### src/rtl/baud_rate_tick_gen.sv
// baud_rate_tick_gen: UART baud-tick generator.
// Produces a one-cycle TX strobe (intx) at the selected baud rate and a
// one-cycle RX strobe (inrx) at 16x the baud rate, both as clock enables
// for logic running on clk. All divisors are fixed at elaboration time.
// Optional feature macro: BAUD_TX_FROM_RX_EN -- derive intx from every
// 16th inrx instead of running an independent TX divider.
module baud_rate_tick_gen #(
    parameter int unsigned CLK_FREQ = 100_000_000
) (
    input  logic       clk,
    input  logic       reset,
    input  logic [1:0] baud_sel,
    output logic       intx,
    output logic       inrx
);

    localparam longint unsigned FREQ   = longint'(CLK_FREQ);
    localparam longint unsigned BAUD_0 = 64'd9600;
    localparam longint unsigned BAUD_1 = 64'd4800;
    localparam longint unsigned BAUD_2 = 64'd19200;
    localparam longint unsigned BAUD_3 = 64'd460800;

    // Rounded 16x-oversample divisor, computed in 64 bits so large clocks cannot overflow.
    function automatic logic [31:0] rx_div(input longint unsigned baud);
        longint unsigned q;
        q = (FREQ + 64'd8 * baud) / (64'd16 * baud);
        return q[31:0];
    endfunction

    // Terminal counts (DIV-1) for the RX divider, one per rate select.
    localparam logic [31:0] RX_LIM_0 = rx_div(BAUD_0) - 32'd1;
    localparam logic [31:0] RX_LIM_1 = rx_div(BAUD_1) - 32'd1;
    localparam logic [31:0] RX_LIM_2 = rx_div(BAUD_2) - 32'd1;
    localparam logic [31:0] RX_LIM_3 = rx_div(BAUD_3) - 32'd1;

    logic [1:0]  sel_q;
    logic        rate_change;
    logic [31:0] rx_cnt;
    logic [31:0] rx_lim;
    logic        rx_wrap;

    // A select that differs from the registered copy restarts both dividers.
    assign rate_change = (baud_sel != sel_q);
    assign rx_wrap     = (rx_cnt == rx_lim);

    // Registered rate select; divisor muxing only ever looks at this copy.
    always_ff @(posedge clk or posedge reset) begin
        if (reset) sel_q <= 2'b00;
        else       sel_q <= baud_sel;
    end

    // RX terminal-count selection from the registered rate.
    always_comb begin
        rx_lim = RX_LIM_0;
        case (sel_q)
            2'b00:   rx_lim = RX_LIM_0;
            2'b01:   rx_lim = RX_LIM_1;
            2'b10:   rx_lim = RX_LIM_2;
            default: rx_lim = RX_LIM_3;
        endcase
    end

    // RX divider: free-running count, strobe registered on the wrap.
    always_ff @(posedge clk or posedge reset) begin
        if (reset) begin
            rx_cnt <= 32'd0;
            inrx   <= 1'b0;
        end else if (rate_change) begin
            rx_cnt <= 32'd0;
            inrx   <= 1'b0;
        end else if (rx_wrap) begin
            rx_cnt <= 32'd0;
            inrx   <= 1'b1;
        end else begin
            rx_cnt <= rx_cnt + 32'd1;
            inrx   <= 1'b0;
        end
    end

`ifdef BAUD_TX_FROM_RX_EN
    logic [3:0] sub_cnt;

    // TX strobe rides on every 16th RX wrap, so it always coincides with inrx.
    always_ff @(posedge clk or posedge reset) begin
        if (reset) begin
            sub_cnt <= 4'd0;
            intx    <= 1'b0;
        end else if (rate_change) begin
            sub_cnt <= 4'd0;
            intx    <= 1'b0;
        end else if (rx_wrap) begin
            sub_cnt <= sub_cnt + 4'd1;
            intx    <= (sub_cnt == 4'd15);
        end else begin
            intx    <= 1'b0;
        end
    end
`else
    // Rounded bit-period divisor.
    function automatic logic [31:0] tx_div(input longint unsigned baud);
        longint unsigned q;
        q = (FREQ + baud / 64'd2) / baud;
        return q[31:0];
    endfunction

    localparam logic [31:0] TX_LIM_0 = tx_div(BAUD_0) - 32'd1;
    localparam logic [31:0] TX_LIM_1 = tx_div(BAUD_1) - 32'd1;
    localparam logic [31:0] TX_LIM_2 = tx_div(BAUD_2) - 32'd1;
    localparam logic [31:0] TX_LIM_3 = tx_div(BAUD_3) - 32'd1;

    logic [31:0] tx_cnt;
    logic [31:0] tx_lim;

    // TX terminal-count selection from the registered rate.
    always_comb begin
        tx_lim = TX_LIM_0;
        case (sel_q)
            2'b00:   tx_lim = TX_LIM_0;
            2'b01:   tx_lim = TX_LIM_1;
            2'b10:   tx_lim = TX_LIM_2;
            default: tx_lim = TX_LIM_3;
        endcase
    end

    // Independent TX divider, same wrap/strobe behaviour as the RX one.
    always_ff @(posedge clk or posedge reset) begin
        if (reset) begin
            tx_cnt <= 32'd0;
            intx   <= 1'b0;
        end else if (rate_change) begin
            tx_cnt <= 32'd0;
            intx   <= 1'b0;
        end else if (tx_cnt == tx_lim) begin
            tx_cnt <= 32'd0;
            intx   <= 1'b1;
        end else begin
            tx_cnt <= tx_cnt + 32'd1;
            intx   <= 1'b0;
        end
    end
`endif

endmodule

### config.mk
export PLATFORM = sky130hd
export DESIGN_NAME = baud_rate_tick_gen
export DESIGN_NICKNAME = d
export VERILOG_FILES = /design/src/rtl/baud_rate_tick_gen.sv
export SDC_FILE = /design/constraint.sdc
export NUM_CORES = 1
export LEC_CHECK = 0
export BUFFER_PORTS_ARGS = -buffer_cell sky130_fd_sc_hd__buf_2
export CAP_MARGIN = 40
export CORE_MARGIN = 2
export CORE_UTILIZATION = 50
export DETAILED_ROUTE_END_ITERATION = 7
export PLACE_DENSITY = 0.71
export SETUP_SLACK_MARGIN = 0.3
export SYNTH_ARGS = -nofsm -noshare
export SYNTH_HDL_FRONTEND = slang
export SYNTH_SLANG_ARGS = --single-unit
### constraint.sdc
create_clock -name clk -period 4.03 [get_ports clk]
set_input_delay 0.403 -clock clk [delete_from_list [all_inputs] [get_ports clk]]
set_output_delay 0.403 -clock clk [all_outputs]
set_load 0.1 [all_outputs]
==> run metrics <==
Worst-Skew Late Latency 340 ps; max-slew violations 0; FMAX 388 MHz; setup TNS 0 ps; Synth Warn # 0; number of max-cap violations 0; mux cell area share after synthesis 0%; period utilisation layout 63.9%; first-pass GRT wire length 13.6 mm; Syn-to-layout area delta 7.96%; Max VDD drop 185 µV; Async S/R FF share, synth 100%; HPWL after DPL 5.20 mm; Slew HR 40.5%; compound-gate portion of the synthesized area 4.11%; largest family of logic cells by synthesized area simple AND/OR/NAND/NOR gates; Net Count, Synth 407; initial antenna violation count 0; Post-Syn Area per Cell 9.76 µm²; GR Util All Layers 20.0%; FF+latch count, synth 68; Post-synth EDFFs 0; Detailed Route WL 7.55 mm; post-route ant nets 0; adder-cell area share of the yosys netlist 2.27%; Post-Layout Cell Count 511; HP Class in2reg; Worst setup EP type flop; CP arrival 2780 ps; min Tclk post-route 2570 ps; clock buffer depth 2; largest net degree at the start of global routing 36; Simple-Gate Fraction of Synth Area 32.0%; DRC viols 0; vias in the first global route 2881; Critical Path RT 4240 ps; unique cell type count in the Yosys netlist 43; Worst setup SP type flop; outcome finished, final reports clean; port bufs 5; DR WL/cell 14.8 µm; grt total ovfl 0; H-tree depth 3; Initial Util 50.8%; Die W 91.9 µm; XOR/XNOR Fraction of Synth Area 13.8%; Critical Path End rx_cnt[30]$_DFF_PP0_; LEAKAGE 1.51 nW; Core ar. 7610 µm²; R2R depth 8; Slew @ Worst Pin 885 ps; sequential area share after synthesis 44.0%; Num CTS Buffers 9; Top Ports 6; Die Y 91.9 µm; gp weighted congestion 0.812; skew final 7.75 ps; CP Launch Point sel_q[0]$_DFF_PP0_; total power draw 1.28 mW; hold slack 193 ps; flop2flop setup slack 1460 ps; Setup Viol. Count Final 0; CTS Sinks 68; r2r endpoint rx_cnt[30]$_DFF_PP0_; NumNets Final 415; reg2reg start sel_q[0]$_DFF_PP0_; layout cells sized above 1 18.8%; CTS tree built; final core occ 54.9%; unrepaired setup endpoints after global routing no; PD cells 307 nW/µm²; Primary FF master, synth dfrtp_1; CP Max Fanout 32; Worst Path Class, Setup reg2reg; Placed Cells 494; Mapped Area 3870 µm²; die area 8450 µm²; cell row count 32; router iterations before antenna repair 4; Hold Vio Cnt, Final 0; Syn Inst Count 396; Root Driver clkbuf_8; hold path start baud_sel[1]; Worst-path clk slew 70 ps; DR vias/cell 5.49; Starting DRT DRC Count 109; vias 2805; Ant. Diodes 0
## cells in the final DEF (no fill, tap or decap), types with 2 or more instances in the layout
master | Yosys | routed
nand3_1 | 22 | 22
xor2_1 | 18 | 18
nand4_1 | 14 | 14
inv_1 | 15 | 14
nor2_1 | 37 | 37
or3_1 | 11 | 11
o21ai_1 | 4 | 4
xnor2_1 | 43 | 43
buf_2 | 5 | 5
nand2b_1 | 2 | 2
and4_1 | 9 | 9
or3b_1 | 2 | 2
dfrtp_1 | 68 | 68
nand2_1 | 25 | 25
clkbuf_8 | 0 | 11
nor3_1 | 8 | 8
and2_1 | 2 | 2
or4_4 | 2 | 2
nor2_2 | 30 | 30
nor3b_1 | 2 | 2
clkbuf_1 | 5 | 2
and3_1 | 3 | 3
or4_1 | 2 | 2
nor3_2 | 11 | 11
o21ai_0 | 3 | 3
nand3b_1 | 3 | 3
ha_1 | 7 | 7
nor4_1 | 16 | 16
a21oi_1 | 8 | 8
buf_4 | 0 | 3
nor4_2 | 2 | 2
## metrics by stage
step	setup WS, ps	area [µm²]
after global placement	1400	3950
after CTS	1420	4170
after detailed placement	1450	3980
final	1460	4170
after global routing	1240	4170
after floorplan	1770	3870
## Yosys cell counts, types with 2 or more instances
cell type  instances  area (µm²)
o21ai_0            3        15.0
buf_6              4        45.0
nor4_2             2        25.0
ha_1               7        87.6
nand2_1           25        93.8
nand2b_1           2        12.5
or3b_1             2        17.5
or3_1             11        68.8
clkbuf_1           5        18.8
nand3b_1           3        22.5
or4_1              2        15.0
nor4_1            16         100
xor2_1            18         158
nor2_2            30         188
nand4_1           14        87.6
dfrtp_1           68        1700
nor3b_1            2        15.0
and4_1             9        78.8
buf_2              5        25.0
xnor2_1           43         377
nand3_1           22         110
and3_1             3        18.8
nor2_1            37         139
a21oi_1            8        40.0
or4_4              2        22.5
nor3_1             8        40.0
and2_1             2        12.5
nor3_2            11         110
inv_1             15        56.3
o21ai_1            4        20.0
## cells by family (layout without fill, tap and decap cells)
group,after synthesis,in the layout
buffers and inverters,29,42
AOI/OAI and AO/OA,21,21
DFF,68,68
xor gates and xnor gates,61,61
and+or+nand+nor,210,210
adders and majority gates,7,7
## final cells by class
class,count,area [µm²]
Sequential cell,68,1700
Tap cell,102,128
Inverter,15,56.3
Timing Repair Buffer,11,88.8
Clock buffer,13,159
Fill cell,703,3430
Multi-Input combinational cell,299,2020
Clock inverter,3,21.3
## critical path, stage by stage (launching register included)
cell and delay [ps]:
dfrtp_1 430, inv_1 90, ha_1 330, or3b_2 450
a22oi_1 240, nand4_2 190, o21ai_4 180, buf_4 440
a21oi_1 80
## routing by layer
metal	track usage, %	up-vias	wire length (µm)	part of all wire, %
met2	33.5	32	3780	50
met5	0	-	0	0
met1	25.9	1378	3470	46
met3	4.68	6	218	2.9
met4	6.09	0	73	0.97
li1	-	1389	-	-
## worst min path at each step
stage          cells past startpoint                   to  slack, ps
2_1_floorplan                      0   sel_q[0]$_DFF_PP0_        430
5_1_grt                            1   sel_q[0]$_DFF_PP0_        180
6_report                           1   sel_q[1]$_DFF_PP0_        190
3_3_place_gp                       1  tx_cnt[0]$_DFF_PP0_        510
3_5_place_dp                       2       inrx$_DFF_PP0_        340
4_1_cts                            1   sel_q[1]$_DFF_PP0_        180
## power breakdown
part | switching, mW | leakage (nW) | internal (mW)
registers | 0.00712 | 0.944 | 0.687
logic | 0.0535 | 0.481 | 0.0202
clock network | 0.255 | 0.0896 | 0.258
## flip-flops by register name (all words and copies together), names as in the netlist
register	count
rx_cnt	32
intx	1
inrx	1
tx_cnt	32
sel_q	2
## what timing repair did
action,4_1_cts,5_1_grt
buffers inserted,0,0
resized for setup,0,0
endpoints found under the setup margin,0,0
hold buffers,1,0
endpoints found under the hold margin,9,0
No activity file was read; power rests on OpenSTA's default activity.
